[src/rtl/pc_gen.sv]
// Fetch-stage program counter: trap/redirect/stall/advance arbitration with a valid/ready fetch port.
// Optional direct-mapped BTB branch prediction when PC_BTB_EN is defined.
module pc_gen #(
  parameter int unsigned     XLEN         = 32,
  parameter logic [XLEN-1:0] RESET_VECTOR = '0,
  parameter int unsigned     BTB_ENTRIES  = 16
) (
  input  logic            clk,
  input  logic            rst,
  input  logic            stall,
  input  logic            redirect_valid,
  input  logic [XLEN-1:0] redirect_pc,
  input  logic            trap_valid,
  input  logic [XLEN-1:0] trap_pc,
  output logic            fetch_valid,
  input  logic            fetch_ready,
  output logic [XLEN-1:0] fetch_pc,
  output logic            fetch_pred_taken,
  output logic            misalign,
  input  logic            btb_upd_valid,
  input  logic [XLEN-1:0] btb_upd_pc,
  input  logic [XLEN-1:0] btb_upd_target
);

  typedef enum logic [1:0] {
    ST_BOOT  = 2'd0,
    ST_RUN   = 2'd1,
    ST_FAULT = 2'd2
  } state_e;

  // Elaboration-time parameter sanity checks
  if (BTB_ENTRIES < 2 || (BTB_ENTRIES & (BTB_ENTRIES - 1)) != 0) begin : g_bad_btb_entries
    $error("pc_gen: BTB_ENTRIES must be a power of two and >= 2");
  end
  if (RESET_VECTOR[1:0] != 2'b00) begin : g_bad_reset_vector
    $error("pc_gen: RESET_VECTOR must be 4-byte aligned");
  end

  state_e          state_q, state_d;
  logic [XLEN-1:0] pc_d;
  logic            misalign_d;
  logic            fetch_valid_d;
  logic            btb_hit;
  logic [XLEN-1:0] pred_target;

`ifdef PC_BTB_EN
  localparam int unsigned IDX_W = $clog2(BTB_ENTRIES);
  localparam int unsigned TAG_W = XLEN - IDX_W - 2;

  logic [BTB_ENTRIES-1:0] btb_valid;
  logic [TAG_W-1:0]       btb_tag    [BTB_ENTRIES];
  logic [XLEN-1:0]        btb_target [BTB_ENTRIES];
  logic [IDX_W-1:0]       lk_idx, upd_idx;
  logic [TAG_W-1:0]       lk_tag, upd_tag;
  logic                   unused_lsb;

  assign lk_idx     = fetch_pc[IDX_W+1:2];
  assign lk_tag     = fetch_pc[XLEN-1:IDX_W+2];
  assign upd_idx    = btb_upd_pc[IDX_W+1:2];
  assign upd_tag    = btb_upd_pc[XLEN-1:IDX_W+2];
  assign unused_lsb = ^{fetch_pc[1:0], btb_upd_pc[1:0]};

  // Valid bits are the only BTB state that must clear on reset
  always_ff @(posedge clk or posedge rst) begin
    if (rst) begin
      btb_valid <= '0;
    end else if (btb_upd_valid) begin
      btb_valid[upd_idx] <= 1'b1;
    end
  end

  always_ff @(posedge clk) begin
    if (btb_upd_valid) begin
      btb_tag[upd_idx]    <= upd_tag;
      btb_target[upd_idx] <= btb_upd_target;
    end
  end

  // Lookup reads pre-edge contents, so a same-cycle update is not yet visible
  assign btb_hit          = btb_valid[lk_idx] && (btb_tag[lk_idx] == lk_tag);
  assign pred_target      = btb_target[lk_idx];
  assign fetch_pred_taken = btb_hit && fetch_valid;
`else
  logic unused_btb_upd;

  assign unused_btb_upd   = ^{btb_upd_valid, btb_upd_pc, btb_upd_target};
  assign btb_hit          = 1'b0;
  assign pred_target      = '0;
  assign fetch_pred_taken = 1'b0;
`endif

  always_ff @(posedge clk or posedge rst) begin
    if (rst) begin
      state_q     <= ST_BOOT;
      fetch_pc    <= RESET_VECTOR;
      fetch_valid <= 1'b0;
      misalign    <= 1'b0;
    end else begin
      state_q     <= state_d;
      fetch_pc    <= pc_d;
      fetch_valid <= fetch_valid_d;
      misalign    <= misalign_d;
    end
  end

  // Next-PC arbitration: trap > redirect > stall > accept > hold
  always_comb begin
    state_d    = state_q;
    pc_d       = fetch_pc;
    misalign_d = misalign;

    if (trap_valid) begin
      pc_d       = trap_pc;
      misalign_d = 1'b0;
      state_d    = ST_RUN;
    end else begin
      unique case (state_q)
        ST_BOOT: state_d = ST_RUN;
        ST_RUN: begin
          if (redirect_valid) begin
            pc_d = redirect_pc;
            if (redirect_pc[1:0] != 2'b00) begin
              misalign_d = 1'b1;
              state_d    = ST_FAULT;
            end
          end else if (stall) begin
            pc_d = fetch_pc;
          end else if (fetch_valid && fetch_ready) begin
            pc_d = btb_hit ? pred_target : fetch_pc + XLEN'(4);
          end
        end
        ST_FAULT: state_d = ST_FAULT;
        default:  state_d = ST_BOOT;
      endcase
    end

    fetch_valid_d = (state_d == ST_RUN);
  end

endmodule

[config.mk]
export PLATFORM = sky130hd
export DESIGN_NAME = pc_gen
export DESIGN_NICKNAME = d
export VERILOG_FILES = /design/src/rtl/pc_gen.sv
export SDC_FILE = /design/constraint.sdc
export NUM_CORES = 1
export LEC_CHECK = 0
export ABC_AREA = 1
export BUFFER_PORTS_ARGS = -buffer_cell sky130_fd_sc_hd__buf_4
export CAP_MARGIN = 20
export CORE_ASPECT_RATIO = 1.25
export CORE_MARGIN = 2
export CORE_UTILIZATION = 40
export DETAILED_ROUTE_END_ITERATION = 16
export PLACE_DENSITY = 0.88
export SLEW_MARGIN = 0
export SYNTH_ARGS = -nofsm -noshare
export SYNTH_HDL_FRONTEND = slang
export SYNTH_SLANG_ARGS = --single-unit
[constraint.sdc]
create_clock -name clk -period 1.3 [get_ports clk]
set_clock_uncertainty 0.15 [all_clocks]
set_input_delay 0.39 -clock clk [delete_from_list [all_inputs] [get_ports clk]]
set_output_delay 0.39 -clock clk [all_outputs]
set_load 0.03 [all_outputs]
==> Yosys cells after proc, flatten, opt, wreduce, memory -nomap -nowiden <==
Index checks and enable logic that the tools add are counted.
Widths: inputs -> output; s select.
{ "classes": {"addsub": 1, "mul": 0, "n_div": 0, "n_lt_le_gt_ge": 0, "eq_ne": 4, "shifts": 0, "mux": 13, "n_bitwise": 0, "reduce_logical": 9} }
{ "op_table": {"columns": ["cell", "count"], "rows": [
  ["$mux 32", 5],
  ["$add 32x3->32 const B", 1],
  ["$reduce_bool 2->1", 4],
  ["$mux 2", 3],
  ["$pmux 2 s3", 1],
  ["$reduce_and 3->1", 2],
  ["$eq 2x1->1 const B", 2],
  ["$mux 1", 4],
  ["$ne 3x1->1 const B", 1],
  ["$reduce_bool 3->1", 1],
  ["$eq 2x2->1 const B", 1],
  ["$logic_not 2->1", 1],
  ["$logic_and 1x1->1", 1]
]} }
{ "totals": {"reg_bits": 36, "latch_bits": 0, "ramBits": 0, "romBits": 0, "in_bits": 135, "out_inout_bits": 35, "word_cells": 31, "n_memories": 0} }

==> Depth between registers and ports, before layout <==
Gate-level depths: netlist of run 1.
{ "depth": {"depth_word": 6, "mapped_depth": 9, "depth_no_buf": 9} }

==> Worst setup path before layout of run 1 <==
No wires, ideal clock.
{ "synth_path": {"kind": "reg-to-reg", "from": "register fetch_pc[3]", "to": "register fetch_pc[30]", "setup_time_ns": 0.077, "arrival_ns": 1.518, "t_required_ns": 1.073, "setup_slack_ns": -0.446, "stages_incl_launch_ff": 10, "n_path_buf": 0, "period_less_slack_ns": 1.746, "path_cell_list": "dfrtp_1 > ha_1 > nand2_1 > nor2_2 > nand2_4 > nor2_4 > nand2_1 > nand2_1 > nand3_1 > a21oi_1"} }
{ "synth_between": {"elab_chain_cells": 6} }
{ "synth_lines": {"columns": ["item", "line", "rtl"], "rows": [
  ["start, declared", "17", "output logic [XLEN-1:0] fetch_pc,"],
  ["start signal, assigned", "100", "fetch_pc <= pc_d;"],
  ["$add 32x3->32", "129", "pc_d = btb_hit ? pred_target : fetch_pc + XLEN'(4);"],
  ["$mux 32", "128", "end else if (fetch_valid && fetch_ready) begin"],
  ["$mux 32", "126", "end else if (stall) begin"],
  ["$mux 32", "120", "if (redirect_valid) begin"],
  ["$mux 32", "117", "unique case (state_q)"],
  ["$mux 32", "112", "if (trap_valid) begin"]
]} }
Every way passes these cells. The select of a mux whose other input is x is not followed.
A chain may end at the register's enable or synchronous reset.

==> Worst setup path in the final report of run 1 <==
{ "layout_path": {"from": "register fetch_pc[19]", "to": "register fetch_pc[28]"} }
The elaborated chain is that of the path after synthesis.

==> results of run 1 <==
-- metal layers --
metal	vias to the layer above	global-route usage, %	share of wire [%]
li1	1746	-	-
met5	-	0	0
met3	56	5.88	7.7
met4	0	11.1	4.5
met1	1803	32.5	36
met2	210	53.3	52
-- worst max-delay path: cells and delay by family, from the launching register on --
| family | cells | cell delay, ns |
|---|---|---|
| simple gates | 7 | 0.79 |
| flops | 1 | 0.40 |
| buf+inv | 1 | 0.16 |
| compound gates | 1 | 0.12 |
-- registers in the layout, indices dropped and copies added, names as in the netlist --
register	cells
state_q	2
misalign	1
fetch_pc	32
fetch_valid	1
-- per-stage QoR --
step	hold WS (ns)	setup WS, ns	setup TNS [ns]
detailed placement	0.306	-0.532	-11.60
global placement	0.277	-0.448	-10.31
finish	0.210	-0.383	-13.97
global route	0.229	-0.512	-17.01
CTS	0.206	-0.254	-12.23
floorplan	0.193	-0.308	-5.58
-- cell type report --
| type | count | area share [%] |
|---|---|---|
| clock buffer | 7 | 1.81 |
| clock inverter | 1 | 0.564 |
| multi-input combinational | 315 | 36.7 |
| sequential | 36 | 17.4 |
| inverter | 36 | 2.98 |
| tap | 87 | 2.04 |
| timing repair buffer | 219 | 37.9 |
| timing repair inverter | 3 | 0.540 |
-- power breakdown --
group / switching [mW] / total, mW / internal (mW)
logic: 1.85 / 3.73 / 1.89
clock network: 0.455 / 1.13 / 0.678
registers: 0.261 / 1.62 / 1.36
total: 2.56 / 6.49 / 3.93
-- layout by cell type, fill, tap and decap left out, types with 2 or more instances in the layout --
| cell | n |
|---|---|
| nand2_1 | 84 |
| clkbuf_8 | 7 |
| o21ai_1 | 12 |
| o21ai_2 | 2 |
| inv_6 | 2 |
| nor2_4 | 20 |
| a41oi_2 | 4 |
| buf_12 | 6 |
| dfrtp_2 | 22 |
| dfrtp_1 | 14 |
| a31oi_1 | 2 |
| nand3_1 | 26 |
| a21oi_1 | 18 |
| nor2_2 | 20 |
| buf_4 | 142 |
| o21ai_0 | 3 |
| a22o_1 | 21 |
| nor2_1 | 45 |
| nand2_4 | 6 |
| inv_2 | 4 |
| nand3_2 | 6 |
| nand2_2 | 22 |
| inv_1 | 29 |
| inv_8 | 2 |
| buf_16 | 2 |
| buf_6 | 67 |
| a21oi_2 | 8 |
-- worst paths after layout --
kind                         startpoint      endpoint  slack (ns)  cells after the start
hold / removal               trap_pc[5]   fetch_pc[5]        0.21                      3
hold reg to reg                misalign      misalign        0.40                      2
min in group asynchronous           rst  fetch_pc[14]        0.53                      4
max in group asynchronous           rst  fetch_pc[16]        0.25                      4
setup / recovery           fetch_pc[19]  fetch_pc[28]       -0.38                      9
setup reg to reg           fetch_pc[19]  fetch_pc[28]       -0.38                      9
-- cell families after synthesis --
logic type	count (synthesis)	synth area share, %
xor gates and xnor gates	3	0.952
and+or+nand+nor	233	37.5
AOI/OAI and AO/OA	77	19.3
other	1	0.136
DFF	36	32.6
buffers and inverters	52	9.02
adders and majority gates	1	0.453
-- what timing repair did --
action                                  CTS  global route
pin swaps                                15            29
cloned                                    4             1
endpoints found under the hold margin    36             0
buffers inserted                         47            13
gates resized for setup                 104            67
endpoints found under the setup margin   66            70
hold buffers                              1             0
==> qor.csv, run 1 <==
metric,value,unit
outcome,finished with violations,
failing checks,negative setup slack,
Layout fillers,387,
Initial Util,41.8,%
TritonCTS clock tree,done,
most common library cells after synthesis,"nand2_1 (106), nor2_1 (71), dfrtp_1 (36), inv_1 (33), nand3_1 (33)",
Tmin final,1.68,ns
die footprint,0.00759,mm²
nets,752,
Post-Layout Cell Count,704,
synthesized cell area,0.00276,mm²
layout cells sized above 1,57.5,%
most frequent cell after synthesis,nand2_1,
Worst setup EP type,flip-flop,
Post-DP HPWL,6.85,mm
drt via density,5.42,
DRT antenna net count,0,
cts bufs inserted,5,
hold crit path type,input port to flip-flop,
CP arrival,1.77,ns
CTS sink cnt,36,
dpl cells,634,
"slowest stage cell, crit path",dfrtp_2,
Cell variety after synth,35,
CP Cell Sequence,nand2_1 > buf_4 > nor2_1 > nand2_1 > nor2_1 > nand2_2 > nand2_2 > nand3_2 > a21oi_2,
Die Span Y,96.9,µm
Util after Layout,80.6,%
post-synthesis sequential area ratio,32.6,%
CTS max path bufs,2,
Crit Path Class,flip-flop to flip-flop,
# Max-Cap Violations,0,
Synth Register Bits,36,
Post-Syn Instances,403,
Tcrit/Tclk final,129,%
Static Leakage,2.51,nW
number of global-route vias before repair,3862,
"EDFF count, synth",0,
first-pass GRT wire length,17.8,mm
die width,78.3,µm
Synth area leaders,"dfrtp_1 (33%), nand2_1 (14%), nor2_1 (9.7%)",
Global Route Usage Sum,29.1,%
DRT Pass-1 Iters,5,
Clock Pin Slew Worst Setup and Hold Paths,0.08,ns
# DRC,0,
drt total wl,11.9,mm
crit start category,flip-flop,
max incr delay on CP,0.40,ns
Clk Tree Root Cell,clkbuf_8,
Skew-Pair Late Insertion Delay,0.30,ns
vias post-DR,3815,
Worst VDD drop,0.000796,V
I/O pins,170,
share of the synthesized area in the top cell type,32.6,%
Power Density,1220,mW/mm²
fmax,594,MHz
antenna violations before repair,0,
Register Area,928,µm²
DRT iter0 DRCs,268,
Routability Congestion,0.928,
number of port buffers,103,
diodes inserted,0,
Post-Synthesis Net Count,539,
area grow syn2layout,93.0,%
CORE AREA,0.00661,mm²
wire per inst,16.9,µm
FP Rows,33,
dpl cell area,0.00410,mm²
post-synth top area cell,dfrtp_1,
synthesis warning total,0,
final setup fails,66,
main flop type after synthesis,dfrtp_1,
Worst Path Max Fanout,3,
H-tree levels,2,
area of the multi-input gates,0.00196,mm²
Slew Limit Fails,0,
final hold violation count,0,
setup ws final,-0.383,ns
ys async rst share,100,%
GRT Residual Overflow,0,
largest net degree at the start of global routing,37,
critical path data required time,1.39,ns
design area,0.00533,mm²
mean cell area of the mapped netlist,6.85,µm²
RSZ-0062 raised after global routing,yes,
power consumption,6.49,mW
(Power assumes the default switching activity.)
==> inputs of run 2 (changes only) <==
--- a/config.mk
+++ b/config.mk
@@ -5,14 +5,13 @@
 export SDC_FILE = /design/constraint.sdc
 export NUM_CORES = 1
 export LEC_CHECK = 0
-export ABC_AREA = 1
 export BUFFER_PORTS_ARGS = -buffer_cell sky130_fd_sc_hd__buf_4
 export CAP_MARGIN = 20
 export CORE_ASPECT_RATIO = 1.25
 export CORE_MARGIN = 2
-export CORE_UTILIZATION = 40
+export CORE_UTILIZATION = 38
 export DETAILED_ROUTE_END_ITERATION = 16
-export PLACE_DENSITY = 0.88
+export PLACE_DENSITY = 0.87
 export SLEW_MARGIN = 0
 export SYNTH_ARGS = -nofsm -noshare
 export SYNTH_HDL_FRONTEND = slang
==> run 2 against run 1 <==
  * Critical endpoint is now fetch_pc[24]
  * Register-to-register slack got worse by 0.30 ns
  * Total power fell by 15%
  * The run still ends with negative setup slack left
  * Largest power group unchanged
  * Via count rose by 3.3%
  * Routed wire length rose by 18%
  * Flip-flop and latch count did not move
  * Setup slack got worse by 0.30 ns
==> qor.csv, run 2 <==
metric,value,unit
outcome,finished with violations,
failing checks,negative setup slack,
Skew-Pair Late Insertion Delay,0.30,ns
hold path endpoint,fetch_pc[0],
wire per inst,22.4,µm
CTS sink cnt,36,
grt peak-use layer,met2,
Post-Syn Instances,298,
synthesized cell area,0.00251,mm²
first-pass GRT wire length,17.1,mm
"Most flops, register",fetch_pc,
Tcrit/Tclk final,152,%
fmax,505,MHz
post-synthesis sequential area ratio,35.9,%
Post-Layout Cell Count,626,
FP Rows,33,
layout cells sized above 1,62.5,%
Crit Path Class,flip-flop to flip-flop,
critical path data required time,1.30,ns
most frequent cell after synthesis,o21ai_0,
dpl cells,557,
WHS Path Cells,3,
drt total wl,14.0,mm
setup ws final,-0.680,ns
drt via density,6.30,
Layout fillers,367,
share of the synthesized area in the top cell type,35.9,%
area grow syn2layout,111,%
Regs by FF count,"fetch_pc (32), state_q (2)",
mean cell area of the mapped netlist,8.43,µm²
Worst R2R Path Depth,7,
RSZ-0062 raised after global routing,yes,
GRT Residual Overflow,0,
Tmin final,1.98,ns
I/O pins,170,
RR Startpoint,fetch_valid,
Clock Pin Slew Worst Setup and Hold Paths,0.08,ns
Final Hold Slack,0.155,ns
die footprint,0.00728,mm²
Worst VDD drop,0.000653,V
die width,76.7,µm
Initial Util,38.7,%
final setup fails,66,
Worst Path Max Fanout,7,
DRT iter0 DRCs,515,
post-synth top area cell,dfrtp_1,
CORE AREA,0.00648,mm²
diodes inserted,0,
ys async rst share,100,%
reg2reg setup slack,-0.68,ns
CTS max path bufs,2,
hold crit path type,input port to flip-flop,
Clk Tree Root Cell,clkbuf_8,
Util after Layout,81.6,%
largest net degree at the start of global routing,37,
"EDFF count, synth",0,
most frequent cells in the layout,"buf_4 (166), buf_6 (78), nor2_1 (32)",
GR Util met2,52.6,%
DRT Pass-1 Iters,8,
Hold Path Origin,trap_pc[0],
met3 Usage GRT,6.69,%
main flop type after synthesis,dfrtp_1,
DRT antenna net count,0,
Cell variety after synth,56,
Synth Register Bits,36,
number of global-route vias before repair,3541,
final hold violation count,0,
Slew Limit Fails,0,
Power Density,1040,mW/mm²
"commonest non-fill, non-tap cell in the layout",buf_4,
antenna violations before repair,0,
GR Util met1,33.7,%
TNS Setup,-24.61,ns
H-tree levels,2,
# Max-Cap Violations,0,
Global Route Usage Sum,29.8,%
cts bufs inserted,5,
CP arrival,1.98,ns
number of port buffers,103,
vias post-DR,3941,
Static Leakage,2.41,nW
crit start category,flip-flop,
Worst setup EP type,flip-flop,
most common library cells after synthesis,"o21ai_0 (43), dfrtp_1 (36), nor2_1 (36), a21oi_1 (17), nand3_1 (15)",
# DRC,0,
Die Span Y,94.9,µm
r2r endpoint,fetch_pc[24],
TritonCTS clock tree,done,
max reg flops,32,
power consumption,5.48,mW
synthesis warning total,0,
Routability Congestion,0.858,
Post-Synthesis Net Count,434,
nets,674,
Post-DP HPWL,7.07,mm
Synth area leaders,"dfrtp_1 (36%), o21ai_0 (8.6%), nor2_1 (5.4%)",
==> run 2: where the power goes <==
group,switching [mW],internal (mW),total (mW)
clock,0.464,0.570,1.03
combinational,1.40,1.52,2.92
sequential,0.224,1.30,1.53
==> run 2: worst max-delay path by stage <==
stage,startpoint,end,slack [ns],cells past startpoint
4_1_cts,fetch_pc[2],fetch_pc[30],-0.50,6
6_report,fetch_valid,fetch_pc[24],-0.68,7
2_1_floorplan,fetch_pc[3],fetch_pc[28],-0.63,6
5_1_grt,fetch_valid,fetch_pc[24],-0.75,7
3_5_place_dp,redirect_valid,fetch_pc[8],-0.60,7
3_3_place_gp,redirect_valid,fetch_pc[8],-0.54,7
==> run 2: critical path: stages, from the launching register on <==
cell	delay (ns)
dfrtp_2	0.41
and3b_2	0.25
a211oi_4	0.27
buf_6	0.17
buf_8	0.14
nor2_2	0.03
a21oi_1	0.23
o211ai_1	0.18
==> run 2: cell families (layout without fill, tap and decap cells) <==
logic type / count (synthesis) / in the layout / synth area share (%)
AND/OR/NAND/NOR: 108 / 108 / 25.2
adder cells (fa/ha/maj): 1 / 1 / 0.498
buffers and inverters: 28 / 269 / 5.03
XOR/XNOR: 1 / 1 / 0.349
other: 1 / 1 / 0.149
AO/OA/AOI/OAI: 117 / 117 / 30.4
flip-flops: 36 / 36 / 35.9
multiplexers: 6 / 6 / 2.44
==> run 2: metal layers <==
metal | wire length [µm] | vias to the layer above
li1 | - | 1631
met1 | 4790 | 1876
met2 | 7050 | 322
met3 | 1180 | 112
met4 | 1000 | 0
met5 | 0 | -
==> run 2: what timing repair did <==
action / CTS / global route
resized for setup: 96 / 68
pin swaps: 15 / 31
endpoints found under the setup margin: 66 / 68
hold buffers: 1 / 0
buffers inserted: 31 / 39
gates cloned: 2 / 1
hold endpoints to repair: 36 / 0
==> run 2: through the flow <==
stage / worst slack [ns] / instance area (µm²)
6_report: -0.680 / 5290
5_1_grt: -0.752 / 5290
4_1_cts: -0.500 / 4870
3_5_place_dp: -0.597 / 4090
3_3_place_gp: -0.536 / 4090
2_1_floorplan: -0.634 / 2610
==> run 2: cell type report <==
cell class                 instances  area (µm²)  area share [%]
clock inverter                     2        35.0           0.662
inverter                           6        26.3           0.496
clock buffer                       6        72.6            1.37
multi-input combinational        234        1780            33.7
timing repair buffer             255        2340            44.3
tap                               87         109            2.06
sequential                        36         922            17.4
